--- config.mk ---
export PLATFORM = sky130hd
export DESIGN_NAME = icache_fill_ctrl
export DESIGN_NICKNAME = d
export VERILOG_FILES = /design/src/rtl/icache_fill_ctrl.sv
export SDC_FILE = /design/constraint.sdc
export NUM_CORES = 1
export LEC_CHECK = 0
export ABC_AREA = 0
export ABC_CLOCK_PERIOD_IN_PS = 4100
export CAP_MARGIN = 25
export CORE_MARGIN = 5
export CORE_UTILIZATION = 39
export CTS_BUF_LIST = sky130_fd_sc_hd__clkbuf_16
export DETAILED_ROUTE_END_ITERATION = 10
export GPL_TIMING_DRIVEN = 0
export PLACE_DENSITY = 0.77
export SLEW_MARGIN = 40
export SYNTH_ARGS = -nofsm -noshare
export SYNTH_HDL_FRONTEND = slang
export SYNTH_SLANG_ARGS = --single-unit
--- constraint.sdc ---
create_clock -name clk_i -period 4.1 [get_ports clk_i]
set_clock_uncertainty 0.2 [all_clocks]
set_input_delay 1.025 -clock clk_i [delete_from_list [all_inputs] [get_ports clk_i]]
set_output_delay 1.025 -clock clk_i [all_outputs]
set_load 0.05 [all_outputs]
--- src/rtl/icache_fill_ctrl.sv ---
// icache_fill_ctrl: copies a block of instruction words from backing memory
// into the instruction cache, one outstanding read at a time, and muxes the
// single cache address port between the fill engine and instruction fetch.
// Optional feature macro: ICACHE_FILL_ABORT_EN adds abort_i and a DRAIN state
// that swallows an in-flight memory response after an abort.
module icache_fill_ctrl #(
  parameter int addr_wid       = 64,
  parameter int instr_wid      = 32,
  parameter int length         = 100,
  parameter int bytes_per_word = instr_wid >> 3
) (
  input  logic                           clk_i,
  input  logic                           rst_i,
  input  logic                           start_i,
  input  logic [addr_wid-1:0]            base_addr_i,
  input  logic [$clog2(length+1)-1:0]    count_i,
  output logic                           mem_req_o,
  output logic [addr_wid-1:0]            mem_addr_o,
  input  logic                           mem_gnt_i,
  input  logic                           mem_rvalid_i,
  input  logic [instr_wid-1:0]           mem_rdata_i,
  output logic                           wr_instr_en_o,
  output logic [instr_wid-1:0]           wr_instr_o,
  output logic [addr_wid-1:0]            cache_addr_o,
  input  logic [addr_wid-1:0]            fetch_addr_i,
  output logic                           fetch_stall_o,
  output logic                           busy_o,
  output logic                           done_o,
`ifdef ICACHE_FILL_ABORT_EN
  input  logic                           abort_i,
`endif
  output logic                           err_o
);

  localparam int cnt_wid = $clog2(length + 1);

  typedef enum logic [2:0] {
    IDLE,
    REQ,
    WAIT,
    WRITE,
`ifdef ICACHE_FILL_ABORT_EN
    DRAIN,
`endif
    DONE
  } state_e;

  state_e               state_q, state_d;
  logic [addr_wid-1:0]  base_q, base_d;
  logic [cnt_wid-1:0]   count_q, count_d;
  logic [cnt_wid-1:0]   idx_q, idx_d;
  logic [instr_wid-1:0] data_q, data_d;
  logic                 err_q, err_d;

  logic [cnt_wid-1:0]   idxInc;
  logic [addr_wid-1:0]  fillOffset;
  logic                 busy;

  assign idxInc     = idx_q + cnt_wid'(1);
  assign fillOffset = addr_wid'(idx_q) * addr_wid'(bytes_per_word);

  // State and datapath registers; reset drops any fill in progress at once.
  always_ff @(posedge clk_i or posedge rst_i) begin
    if (rst_i) begin
      state_q <= IDLE;
      base_q  <= '0;
      count_q <= '0;
      idx_q   <= '0;
      data_q  <= '0;
      err_q   <= 1'b0;
    end else begin
      state_q <= state_d;
      base_q  <= base_d;
      count_q <= count_d;
      idx_q   <= idx_d;
      data_q  <= data_d;
      err_q   <= err_d;
    end
  end

  // Next-state logic: sequence REQ -> WAIT -> WRITE once per word.
  always_comb begin
    state_d = state_q;
    base_d  = base_q;
    count_d = count_q;
    idx_d   = idx_q;
    data_d  = data_q;
    err_d   = 1'b0;
    case (state_q)
      IDLE: begin
        if (start_i) begin
          if (count_i == '0) begin
            state_d = DONE;
          end else if (count_i > cnt_wid'(length)) begin
            err_d = 1'b1;
          end else begin
            base_d  = base_addr_i;
            count_d = count_i;
            idx_d   = '0;
            state_d = REQ;
          end
        end
      end
      REQ: begin
`ifdef ICACHE_FILL_ABORT_EN
        // A grant in the abort cycle leaves a read in flight, so drain it.
        if (abort_i) state_d = mem_gnt_i ? DRAIN : IDLE;
        else
`endif
        if (mem_gnt_i) state_d = WAIT;
      end
      WAIT: begin
`ifdef ICACHE_FILL_ABORT_EN
        // A response arriving with the abort is already consumed here.
        if (abort_i) state_d = mem_rvalid_i ? IDLE : DRAIN;
        else
`endif
        if (mem_rvalid_i) begin
          data_d  = mem_rdata_i;
          state_d = WRITE;
        end
      end
      WRITE: begin
        idx_d   = idxInc;
        state_d = (idxInc == count_q) ? DONE : REQ;
`ifdef ICACHE_FILL_ABORT_EN
        if (abort_i) state_d = IDLE;
`endif
      end
`ifdef ICACHE_FILL_ABORT_EN
      DRAIN: begin
        if (mem_rvalid_i) state_d = IDLE;
      end
`endif
      DONE: state_d = IDLE;
      default: state_d = IDLE;
    endcase
  end

  // Output decode: memory request, cache write strobe and port ownership.
  always_comb begin
    busy          = (state_q != IDLE);
    mem_req_o     = 1'b0;
    mem_addr_o    = '0;
    wr_instr_en_o = 1'b0;
    done_o        = 1'b0;
    case (state_q)
      REQ: begin
        mem_req_o  = 1'b1;
        mem_addr_o = base_q + fillOffset;
      end
      WRITE: wr_instr_en_o = 1'b1;
      DONE:  done_o = 1'b1;
      default: ;
    endcase
  end

  assign busy_o        = busy;
  assign fetch_stall_o = busy;
  assign cache_addr_o  = busy ? fillOffset : fetch_addr_i;
  assign wr_instr_o    = data_q;
  assign err_o         = err_q;

endmodule

-- Yosys cells after proc, flatten, opt, wreduce, memory -nomap -nowiden
Index checks and enable logic that the tools add are counted.
- equal/unequal tests: 11
- $lt $le $gt $ge: 1
- multiplexer cells: 20
- reduce and logical (&&, ||, !) cells: 8
- bitwise gates (word level): 2
- $add $sub $neg: 2
- operators with widths (operator ; number):
    $mux W64 ; 2
    $add A64 B9 Y64 ; 1
    $mux W7 ; 3
    $mux W3 ; 6
    $pmux W7 S2 ; 1
    $pmux W3 S4 ; 1
    $reduce_and A4 Y1 ; 3
    $ne A2 B2 Y1 const B ; 5
    $add A7 B1 Y7 const B ; 1
    $eq A7 B7 Y1 ; 1
    $gt A7 B7 Y1 const B ; 1
    $logic_not A7 Y1 ; 1
    $mux W1 ; 7
    $eq A3 B2 Y1 const B ; 2
    $eq A3 B1 Y1 const B ; 1
    $eq A3 B3 Y1 const B ; 1
    $logic_not A3 Y1 ; 1
    $ne A3 B3 Y1 const B ; 1
    $reduce_bool A3 Y1 ; 1
    $not A1 Y1 ; 2
    $reduce_and A2 Y1 ; 1
    $reduce_bool A2 Y1 ; 1
- register bits after elaboration: 114
- word-level logic and storage cells: 50
- output and inout bits: 166
- input port bits: 172

-- Logic depth before layout (Yosys ltp)
Gate-level depths: netlist of the first run.
- depth in word-level cells: 5
- depth in mapped cells: 9
- gate-level depth less buffers: 8

-- Worst setup path after synthesis of the first run
Ideal clock, no wire load.
- path type: register to output
- from: register idx_q[0]
- to: output port mem_addr_o[58]
- arrival time: 3.616 ns
- slack: -0.741 ns
- required time: 2.875 ns
- stages on the path, launching flop included: 8
- buffers on the path: 0
- cells stage by stage: dfrtp_1 -> ha_1 -> inv_1 -> fa_1 -> nand2b_1 -> a211oi_4 -> o2111ai_2 -> o41ai_1
- cells in the longest elaborated chain, start to end: 2
- ends and longest elaborated chain (element ; RTL line ; source):
    start, declared ; 51 ; logic [cnt_wid-1:0] idx_q, idx_d;
    start signal, assigned ; 75 ; idx_q <= idx_d;
    $add A64 B9 Y64 ; 150 ; mem_addr_o = base_q + fillOffset;
    $mux W64 ; 147 ; case (state_q)
    end, declared ; 18 ; output logic [addr_wid-1:0] mem_addr_o,
Every way passes these cells.

-- Worst setup path after layout of the first run
- from: register base_q[2]
- to: output port mem_addr_o[34]
- cells in the longest elaborated chain, start to end: 2
- ends and longest elaborated chain (element ; RTL line ; source):
    start, declared ; 49 ; logic [addr_wid-1:0] base_q, base_d;
    start signal, assigned ; 73 ; base_q <= base_d;
    $add A64 B9 Y64 ; 150 ;
    $mux W64 ; 147 ;
Every way passes these cells.

==> reports/results.ini, run 1 <==
[logic_synthesis]
synth_cells=718
synth_area_mm2=0.00745
synth_simple_gate_area_share_pct=21.4
synth.distinct_cells=64
synth_compound_area_share_pct=11.2
yosysSeqAreaShare_pct=38.3
ys_top_cells_by_area=dfrtp_1, mux2_4, mux2_2
synth_xor_area_share_pct=3.52
synthFlopType=dfrtp_1
synth_nets=899
synth_edf_count=0
synth_mux_area_share_pct=19.2
synth-seq-cells=114
ys_warn_count=0
synth_top_family_by_area=simple AND/OR/NAND/NOR gates
yosysTopAreaCellShare_pct=38.3
synthAdderAreaFrac_pct=1.61
postSynthAreaPerCell_um2=10.4
synth_top_area_cell=dfrtp_1
async_flop_share_pct=100

[route]
first_iter_violations=399
viasPerCell=5.33
wirelength_um=27400
drtAntennaViolNets=0
avgRoutedWirePerCell_um=20.3
firstDrtPassIters=5
vias=7190
drcViolationCount=0

[floorplanning]
io_pins=338
initial_core_util_pct=39.7
rows=50
dieHeight_um=148
core_area_mm2=0.0188
die_area_mm2=0.0220
fp.dieW_um=148

[sta]
finalHoldViolCount=0
setup-violations-final=21
slew_headroom_pct=51.3
final.period_utilization_pct=103
worstMarginPinSlew_ps=729
rsz0062_at_grt=true
max_freq_mhz=237
timing.final.ws_setup_ps=-127
min_period_ps=4230
finalMaxSlewViolations=0

[global_route]
grt_pass1_wl_um=41500
grt_pass1_vias=7426
grt_overflow=0
use_met3_pct=7.13
busiest_layer=met2
antenna_found_initial=0
use_met2_pct=44.3
met1_usage_pct=27.1
grt_max_degree=24
grt_use_total_pct=23.9

[clocking]
root_buffer=clkbuf_16
cts.clk_slew.worst_paths_ps=60
cts_buffers=17
cts_tree=built
cts_max_path_buffers=2
clock_latency_ps=410
cts.sinks=114
cts_hold_buffers=0
htreeDepth=4

[power_and_ir_drop]
pwr-share-seq_pct=21.1
ir_worst_vdd_mv=0.548
p_per_area_mw_per_mm2=881
leakagePower_nw=5.16
switchingPower_mw=5.60
power_frac_comb_pct=64.3
power_mw=10.9
switching_share_pct=51.4
intPower_mw=5.29
clkPwrFrac_pct=14.5

[setup_path]
max_stage_delay_ps=440
crit_required_ps=2870
cp_max_fo=4
start_kind=register
cp_common_cell=buf_6
path_class=reg2out
r2r_cells=4
arrival_ps=3000
path_buf_inv=4
r2r_slack_ps=1510
r2r-start=state_q[0]
slowest_stage=or3_1
cp_top_family=simple AND/OR/NAND/NOR gates
crit_chain=ha_4 -> inv_2 -> fa_2 -> nand2b_4 -> a211oi_4 -> buf_6 -> buf_4 -> o2111ai_4 -> or3_1 -> a21oi_2 -> buf_6
cp-end-kind=primary output
worstReg2RegEnd=wr_instr_o[21]

[worst_hold_path]
hp-start=wr_instr_o[14]
worstHoldEndpoint=wr_instr_o[14]
whs_path_depth=1
hold_path_class=reg2reg

[placement]
port_buffers=337
dp.cells=1294
place_hpwl_um=20400
gp_congestion=0.813

[finish]
drive_gt1_share_pct=29.8
area_growth_pct=65.8
final.fill_count=1518
diodes=0
stdcell_count=1348
ff_latch_area_mm2=0.00286
final_nets=1282
multi_input_area_mm2=0.00467

[run_status]
status=finished with violations
violations=setup timing

[flow_run]
cap_violations=0

layout by cell type, fill, tap and decap left out, drive strengths merged, types with 13 or more instances in the layout:
cell type,count
clkbuf,54
dfrtp,114
mux2,102
or4,13
nand4,14
o21ai,25
nand3,18
and2,60
nand2,58
dlygate4sd2,35
clkdlybuf4s50,243
o211ai,16
a21oi,32
xor2,21
inv,21
buf,85
nor2,43
or3,16
Yosys cell counts, types with 7 or more instances:
cell type and n:
and3_1 7, o2111ai_1 8, ha_1 8, inv_1 16
nand4_1 13, and2_1 60, o41ai_1 7, buf_12 7
dfrtp_1 114, nand2_1 58, clkbuf_1 26, nor2_1 42
o211ai_1 15, or3_1 16, mux2_4 68, xor2_1 21
or4_1 13, o21ai_0 25, a21oi_1 32, mux2_2 34
nand3_1 17, xnor2_1 9, nand2b_1 10, nor3_1 10
layout make-up:
| cell class | instances | area share, % |
|---|---|---|
| inverter | 16 | 0.516 |
| sequential | 114 | 23.1 |
| clock buffer | 17 | 3.44 |
| buffer | 41 | 2.62 |
| tap | 234 | 2.37 |
| timing repair buffer | 364 | 28.5 |
| multi-input combinational | 547 | 37.8 |
| clock inverter | 15 | 1.60 |
state kept, by name, indices dropped and copies added, names as in the netlist:
register	cells
wr_instr_o	32
err_o	1
base_q	64
count_q	7
idx_q	7
state_q	3
metrics by stage:
stage / setup slack [ps] / util (%) / TNS [ps] / hold slack [ps] / area (µm²)
after CTS: -151 / 64.5 / -1330 / 309 / 12100
after global routing: -275 / 65.8 / -5700 / 321 / 12400
final: -127 / 65.8 / -1150 / 304 / 12400
after detailed placement: -983 / 60.3 / -27590 / 295 / 11300
after floorplan: -321 / - / -1060 / 273 / 7540
after global placement: -944 / 59.7 / -26840 / 290 / 11200
routing by layer:
metal / vias up / wire (µm)
met5: - / 0
met4: 0 / 431
met3: 31 / 2180
met2: 317 / 14500
met1: 3473 / 10200
li1: 3369 / -
power by group through the flow:
| stage | logic (mW) | registers (mW) | clock network, mW |
|---|---|---|---|
| floorplan | 4.21 | 2.68 | 0 |
| global placement | 6.82 | 2.24 | 0 |
| detailed placement | 6.88 | 2.27 | 0 |
| CTS | 6.91 | 2.27 | 1.60 |
| global route | 7.35 | 2.39 | 1.66 |
| finish | 7.00 | 2.30 | 1.58 |
how the worst max path moves through the flow:
stage / slack, ps / cells past startpoint / end / startpoint
4_1_cts: -150 / 10 / mem_addr_o[44] / base_q[2]
6_report: -130 / 11 / mem_addr_o[34] / base_q[2]
3_5_place_dp: -980 / 10 / mem_addr_o[54] / idx_q[0]
5_1_grt: -270 / 11 / mem_addr_o[34] / base_q[2]
3_3_place_gp: -940 / 10 / mem_addr_o[54] / idx_q[0]
2_1_floorplan: -320 / 6 / mem_addr_o[43] / idx_q[5]
what timing repair did:
action | in CTS | in global routing
resized for setup | 369 | 93
setup buffers | 10 | 12
endpoints found under the setup margin | 129 | 89
pin swaps | 22 | 13
gates cloned | 2 | 0
cell families (layout without fill, tap and decap cells):
family | count (synthesis) | after routing
mux | 105 | 105
simple gates | 280 | 280
fa+ha+maj | 9 | 9
xor+xnor | 30 | 30
compound gates | 122 | 123
buf+inv | 58 | 453
flops | 114 | 114
No activity file was read; power rests on OpenSTA's default activity.
==> run 2: changes to the inputs <==
Settings changed: GPL_ROUTABILITY_DRIVEN set to 0.
==> results of run 2 <==
Final layout, timing and power as in run 1 (identical DEF).
==> run 3: changes to the inputs <==
Settings changed: CAP_MARGIN 25 to unset.
==> results of run 3 <==
Final layout, timing and power as in run 1 (identical DEF).
